### src/rtl/controlador_de_ataque.sv
// Attack manager for the battleship board: checks each confirmed shot against the
// hidden ship map and tracks hits, shot history, lives and the end of the game.
//
// state   | meaning
// OCIOSO  | just cleared, arms on the next enabled edge
// AGUARDA | waiting for a confirm edge, latches coordinates
// AVALIA  | single-cycle evaluation of the latched shot
// FIM     | game over, confirm pulses ignored until clear
module controlador_de_ataque #(
    parameter int LINHAS        = 7,
    parameter int COLUNAS       = 5,
    parameter int LARGURA_COORD = 3,
    parameter int VIDAS         = 3,
    parameter int LARGURA_VIDA  = 3
) (
    input  logic                      clock,
    input  logic                      reset,
    input  logic                      enable,
    input  logic                      confirmar,
    input  logic [LARGURA_COORD-1:0]  coordColuna,
    input  logic [LARGURA_COORD-1:0]  coordLinha,
    input  logic [LINHAS*COLUNAS-1:0] mapa,
    output logic [LINHAS*COLUNAS-1:0] matriz,
    output logic [LINHAS*COLUNAS-1:0] tiros,
    output logic                      LED_R,
    output logic                      LED_G,
    output logic                      LED_B,
    output logic [LARGURA_VIDA-1:0]   vida,
    output logic                      fim_de_jogo,
    output logic                      vitoria
);

    localparam int N           = LINHAS * COLUNAS;
    localparam int LARGURA_IDX = (N > 1) ? $clog2(N) : 1;

    typedef enum logic [1:0] {OCIOSO, AGUARDA, AVALIA, FIM} estado_t;

    estado_t                  estado, estado_n;
    logic                     confirmar_q;
    logic                     pulso;
    logic [LARGURA_COORD-1:0] col_q, col_n;
    logic [LARGURA_COORD-1:0] lin_q, lin_n;
    logic [N-1:0]             matriz_n, tiros_n;
    logic                     led_r_n, led_g_n, led_b_n;
    logic [LARGURA_VIDA-1:0]  vida_n;
    logic                     fim_n, vitoria_n;
    logic                     valido;
    logic [LARGURA_IDX-1:0]   idx;

    assign pulso  = confirmar & ~confirmar_q;
    assign valido = (int'(col_q) < COLUNAS) && (int'(lin_q) < LINHAS);
    // Index only meaningful when valido; computed in 32 bits so the top cell never wraps.
    assign idx    = LARGURA_IDX'(int'(col_q) * LINHAS + int'(lin_q));

    always_ff @(posedge clock) begin
        if (!reset || !enable) begin
            estado      <= OCIOSO;
            confirmar_q <= 1'b0;
            col_q       <= '0;
            lin_q       <= '0;
            matriz      <= '0;
            tiros       <= '0;
            LED_R       <= 1'b0;
            LED_G       <= 1'b0;
            LED_B       <= 1'b0;
            vida        <= LARGURA_VIDA'(VIDAS);
            fim_de_jogo <= 1'b0;
            vitoria     <= 1'b0;
        end else begin
            estado      <= estado_n;
            confirmar_q <= confirmar;
            col_q       <= col_n;
            lin_q       <= lin_n;
            matriz      <= matriz_n;
            tiros       <= tiros_n;
            LED_R       <= led_r_n;
            LED_G       <= led_g_n;
            LED_B       <= led_b_n;
            vida        <= vida_n;
            fim_de_jogo <= fim_n;
            vitoria     <= vitoria_n;
        end
    end

    always_comb begin
        estado_n  = estado;
        col_n     = col_q;
        lin_n     = lin_q;
        matriz_n  = matriz;
        tiros_n   = tiros;
        led_r_n   = LED_R;
        led_g_n   = LED_G;
        led_b_n   = LED_B;
        vida_n    = vida;
        fim_n     = fim_de_jogo;
        vitoria_n = vitoria;

        case (estado)
            OCIOSO: estado_n = AGUARDA;

            AGUARDA: begin
                if (pulso) begin
                    col_n    = coordColuna;
                    lin_n    = coordLinha;
                    estado_n = AVALIA;
                end
            end

            AVALIA: begin
                if (!valido || tiros[idx]) begin
                    led_r_n = 1'b0;
                    led_g_n = 1'b0;
                    led_b_n = 1'b1;
                end else if (mapa[idx]) begin
                    matriz_n[idx] = 1'b1;
                    tiros_n[idx]  = 1'b1;
                    led_r_n       = 1'b0;
                    led_g_n       = 1'b1;
                    led_b_n       = 1'b0;
                end else begin
                    tiros_n[idx] = 1'b1;
                    led_r_n      = 1'b1;
                    led_g_n      = 1'b0;
                    led_b_n      = 1'b0;
                    if (vida != '0)
                        vida_n = vida - LARGURA_VIDA'(1);
                end

                // End-of-game is judged on the post-update values, victory first.
                if (((matriz_n & mapa) == mapa) && (mapa != '0)) begin
                    vitoria_n = 1'b1;
                    fim_n     = 1'b1;
                    estado_n  = FIM;
                end else if (vida_n == '0) begin
                    fim_n    = 1'b1;
                    estado_n = FIM;
                end else begin
                    estado_n = AGUARDA;
                end
            end

            FIM: fim_n = 1'b1;

            default: estado_n = OCIOSO;
        endcase
    end

endmodule

### config.mk
export PLATFORM = sky130hd
export DESIGN_NAME = controlador_de_ataque
export DESIGN_NICKNAME = d
export VERILOG_FILES = /design/src/rtl/controlador_de_ataque.sv
export SDC_FILE = /design/constraint.sdc
export NUM_CORES = 1
export LEC_CHECK = 0
export CAP_MARGIN = 10
export CORE_MARGIN = 5
export CORE_UTILIZATION = 45
export DETAILED_ROUTE_END_ITERATION = 7
export PLACE_DENSITY = 0.74
export SLEW_MARGIN = 20
export SYNTH_ARGS = -nofsm -noshare
export SYNTH_HDL_FRONTEND = slang
export SYNTH_SLANG_ARGS = --single-unit
### constraint.sdc
create_clock -name clock -period 6.52 [get_ports clock]
set_clock_uncertainty 0.2 [all_clocks]
set_input_delay 1.304 -clock clock [delete_from_list [all_inputs] [get_ports clock]]
set_output_delay 1.304 -clock clock [all_outputs]
set_load 0.05 [all_outputs]
==> reports/results.txt <==
Outcome - finished, final reports clean
Final core occ - 59.68%
Core Rows - 39
Synth Flop Type - dfxtp_1
CTS Hold Buffers Added - 0
Top-count cell post-synth - nor2_1
Worst Path Required - 6.60 ns
Port-buffer cells - 122
Leakage - 2.506 nW
Core Area - 11370 µm²
Grt peak-use layer - met2
FF-to-FF End - matriz[29]$_SDFFE_PP0P_
Routability congestion estimate - 0.9568
DP HPWL - 14970 µm
Met3 Use GR - 7.603%
Register Area - 1742 µm²
Syn_area_per_cell - 8.355 µm²
Clk_lat worst skew - 0.36 ns
Critical-path cell list - fa_1 > fa_1 > fa_1 > mux2i_1 > o22ai_1 > or3_1 > a221o_1 > nor3_4 > and3_1 > nor2b_1 > a21oi_1 > nor2_1
Final net count - 799
Top-area cell type share of the netlist area - 33.57%
R2R cell count - 12
CP max FO - 17
Gr ovfl total - 0
M2 GR Usage - 43.95%
Sequential fraction of the synthesis area - 33.57%
Critical path data arrival time - 5.79 ns
Placed Instance Area - 6457 µm²
Crit-path most repeated cell - fa_1
Initial antenna violation count - 0
Synth cell count leaders - nor2_1 (94), a21oi_1 (88), dfxtp_1 (87)
Final WL - 19520 µm
Syn Nets - 688
ANT nets after route - 0
H-tree depth - 3
Tcrit/Tclk final - 87.57%
Post-synthesis cell count - 621
# diodes - 0
Unrepaired setup endpoints after global routing - false
Synth Cell Area - 5189 µm²
Crit start category - flop
Least-Margin Pin Slew - 1.014 ns
CTS root buffer - clkbuf_16
Crit path depth - 12
Worst hold stages - 2
Total Routing Usage GR - 27.40%
Flop-to-flop setup slack - 0.81 ns
Setup TNS Final - 0 ns
Count of final setup violators - 0
Largest net degree at the start of global routing - 82
Boundary Pins - 123
Die Span X - 117.4 µm
Delay-heaviest family, CP - simple AND/OR/NAND/NOR gates
Final Cell Area - 6785 µm²
Tmin final - 5.709 ns
Syn-to-layout area delta - 30.77%
Hold Vio Cnt, Final - 0
Worst setup EP type - flop
Seq pwr share - 43.0%
CTS tree - done
Crit path launch - col_q[0]$_SDFFE_PP0P_
Gate power share - 10.8%
Post-CTS Setup Inserts - 0
Async set-reset flop share out of synthesis - 0%
Yosys top cell by area - dfxtp_1
Cts bufs inserted - 9
EDFF count, synth - 0
Max Fclk - 0.1752 GHz
Detailed-route via count - 5451
Initial DRC Count - 595
Slowest cell on the critical path - fa_1
Die area - 13780 µm²
Max-slew headroom - 32.38%
Fraction of layout cells with a size suffix above 1 - 7.191%
Worst-path clk slew - 0.07 ns
Max stage delay on crit path - 0.93 ns
Pwr dens - 182.8 nW/µm²
Via density - 6.194
Pint - 929.2 µW
Max-slew violations - 0
Max Buffers Root-to-Sink - 2
DR pass1 iterations - 5
Routed len/inst - 22.19 µm
Residual DRC count - 0
Synth cell types - 73
WP buf/inv - 0
Sw frac - 25.10%
PostCTS Resize Cnt - 0
Sw power - 311.4 µW
Top cells by area, synth - dfxtp_1 (34%), a21oi_1 (8.5%), nor2_1 (6.8%)
Fillers - 1024
First-pass GRT wire length - 30060 µm
Vias in the first global route - 5387
Clock share of power - 46.2%
Multi-input gate area - 3151 µm²
Initial Util - 45.64%
CP endpoint - matriz[29]$_SDFFE_PP0P_
Max-cap violations - 0
Clock sinks - 87
Die Y - 117.4 µm
Worst r2r src - col_q[0]$_SDFFE_PP0P_
Met1 Use GR - 34.81%
Worst vdd ir - 0.0001551 V
WS Path Type - reg2reg
Hold WC Path Type - reg2reg
YS warnings - 0
#FFs+latches synth - 87
[cell families after synthesis]
logic type                 synth area share (%)
and+or+nand+nor                           26.67
AOI/OAI and AO/OA                         19.85
DFF                                       33.57
buffers and inverters                     5.932
muxes                                     7.282
adders and majority gates                 5.884
xor gates and xnor gates                 0.8200
[routing by layer]
layer / part of all wire (%) / up-vias / wire length, µm
li1: - / 2471 / -
met1: 40 / 2599 / 7744
met2: 47 / 324 / 9259
met3: 9.4 / 57 / 1840
met4: 3.5 / 0 / 679
met5: 0 / - / 0
[power groups by stage]
stage	clock network, mW	registers [mW]	logic [mW]
after CTS	0.577	0.534	0.130
after global placement	0	0.546	0.128
final	0.573	0.534	0.133
after detailed placement	0	0.546	0.129
after global routing	0.597	0.534	0.141
after floorplan	0	0.546	0.0716
[state kept, by name, indices dropped and copies added, names as in the netlist]
signal and flops:
estado 2, LED_B 1, fim_de_jogo 1, vitoria 1
vida 3, col_q 3, matriz 35, tiros 35
confirmar_q 1, LED_R 1, lin_q 3, LED_G 1
[tightest hold or removal path, delay by kind of cell, from the launching register on]
family	cells	cell delay [ns]
compound gates	1	0.05
buf+inv	1	0.05
flops	1	0.32
[how the worst min path moves through the flow]
stage,endpoint,startpoint,slack (ns)
3_5_place_dp,vitoria$_SDFFE_PP0P_,vitoria$_SDFFE_PP0P_,0.26
4_1_cts,vitoria$_SDFFE_PP0P_,vitoria$_SDFFE_PP0P_,0.27
2_1_floorplan,lin_q[0]$_SDFFE_PP0P_,lin_q[0]$_SDFFE_PP0P_,0.29
5_1_grt,vitoria$_SDFFE_PP0P_,vitoria$_SDFFE_PP0P_,0.29
3_3_place_gp,vitoria$_SDFFE_PP0P_,vitoria$_SDFFE_PP0P_,0.24
6_report,vitoria$_SDFFE_PP0P_,vitoria$_SDFFE_PP0P_,0.26
[through the flow]
step	hold slack [ns]	std cells	power (mW)	worst slack, ns
6_report	0.2641	880	1.241	0.8108
3_5_place_dp	0.2586	864	0.6749	0.8995
2_1_floorplan	0.2901	621	0.6177	1.996
3_3_place_gp	0.2388	864	0.6741	1.185
5_1_grt	0.2892	880	1.272	0.4206
4_1_cts	0.2717	880	1.240	0.8534
[cell type report]
type | instances | area share, %
multi-input cells | 480 | 46.43
clock inverters | 7 | 1.512
repair buffers | 134 | 19.33
well taps | 143 | 2.637
flip-flops and latches | 87 | 25.67
clock buffers | 9 | 3.319
inverters | 20 | 1.106
[cells in the final DEF (no fill, tap or decap), drive strengths merged, types with 4 or more instances in the layout]
master / n
a21o: 4
a21oi: 88
a31oi: 8
a32oi: 4
and2: 6
and3: 5
buf: 12
clkbuf: 9
clkdlybuf4s50: 122
dfxtp: 87
fa: 4
ha: 18
inv: 23
mux2: 5
mux2i: 22
mux4: 4
nand2: 27
nand2b: 29
nand3: 15
nand4: 10
nor2: 98
nor2b: 13
nor3: 17
nor3b: 7
nor4: 18
o21a: 4
o21ai: 12
or3: 4
Note: power is estimated with default switching activity, not from simulation.
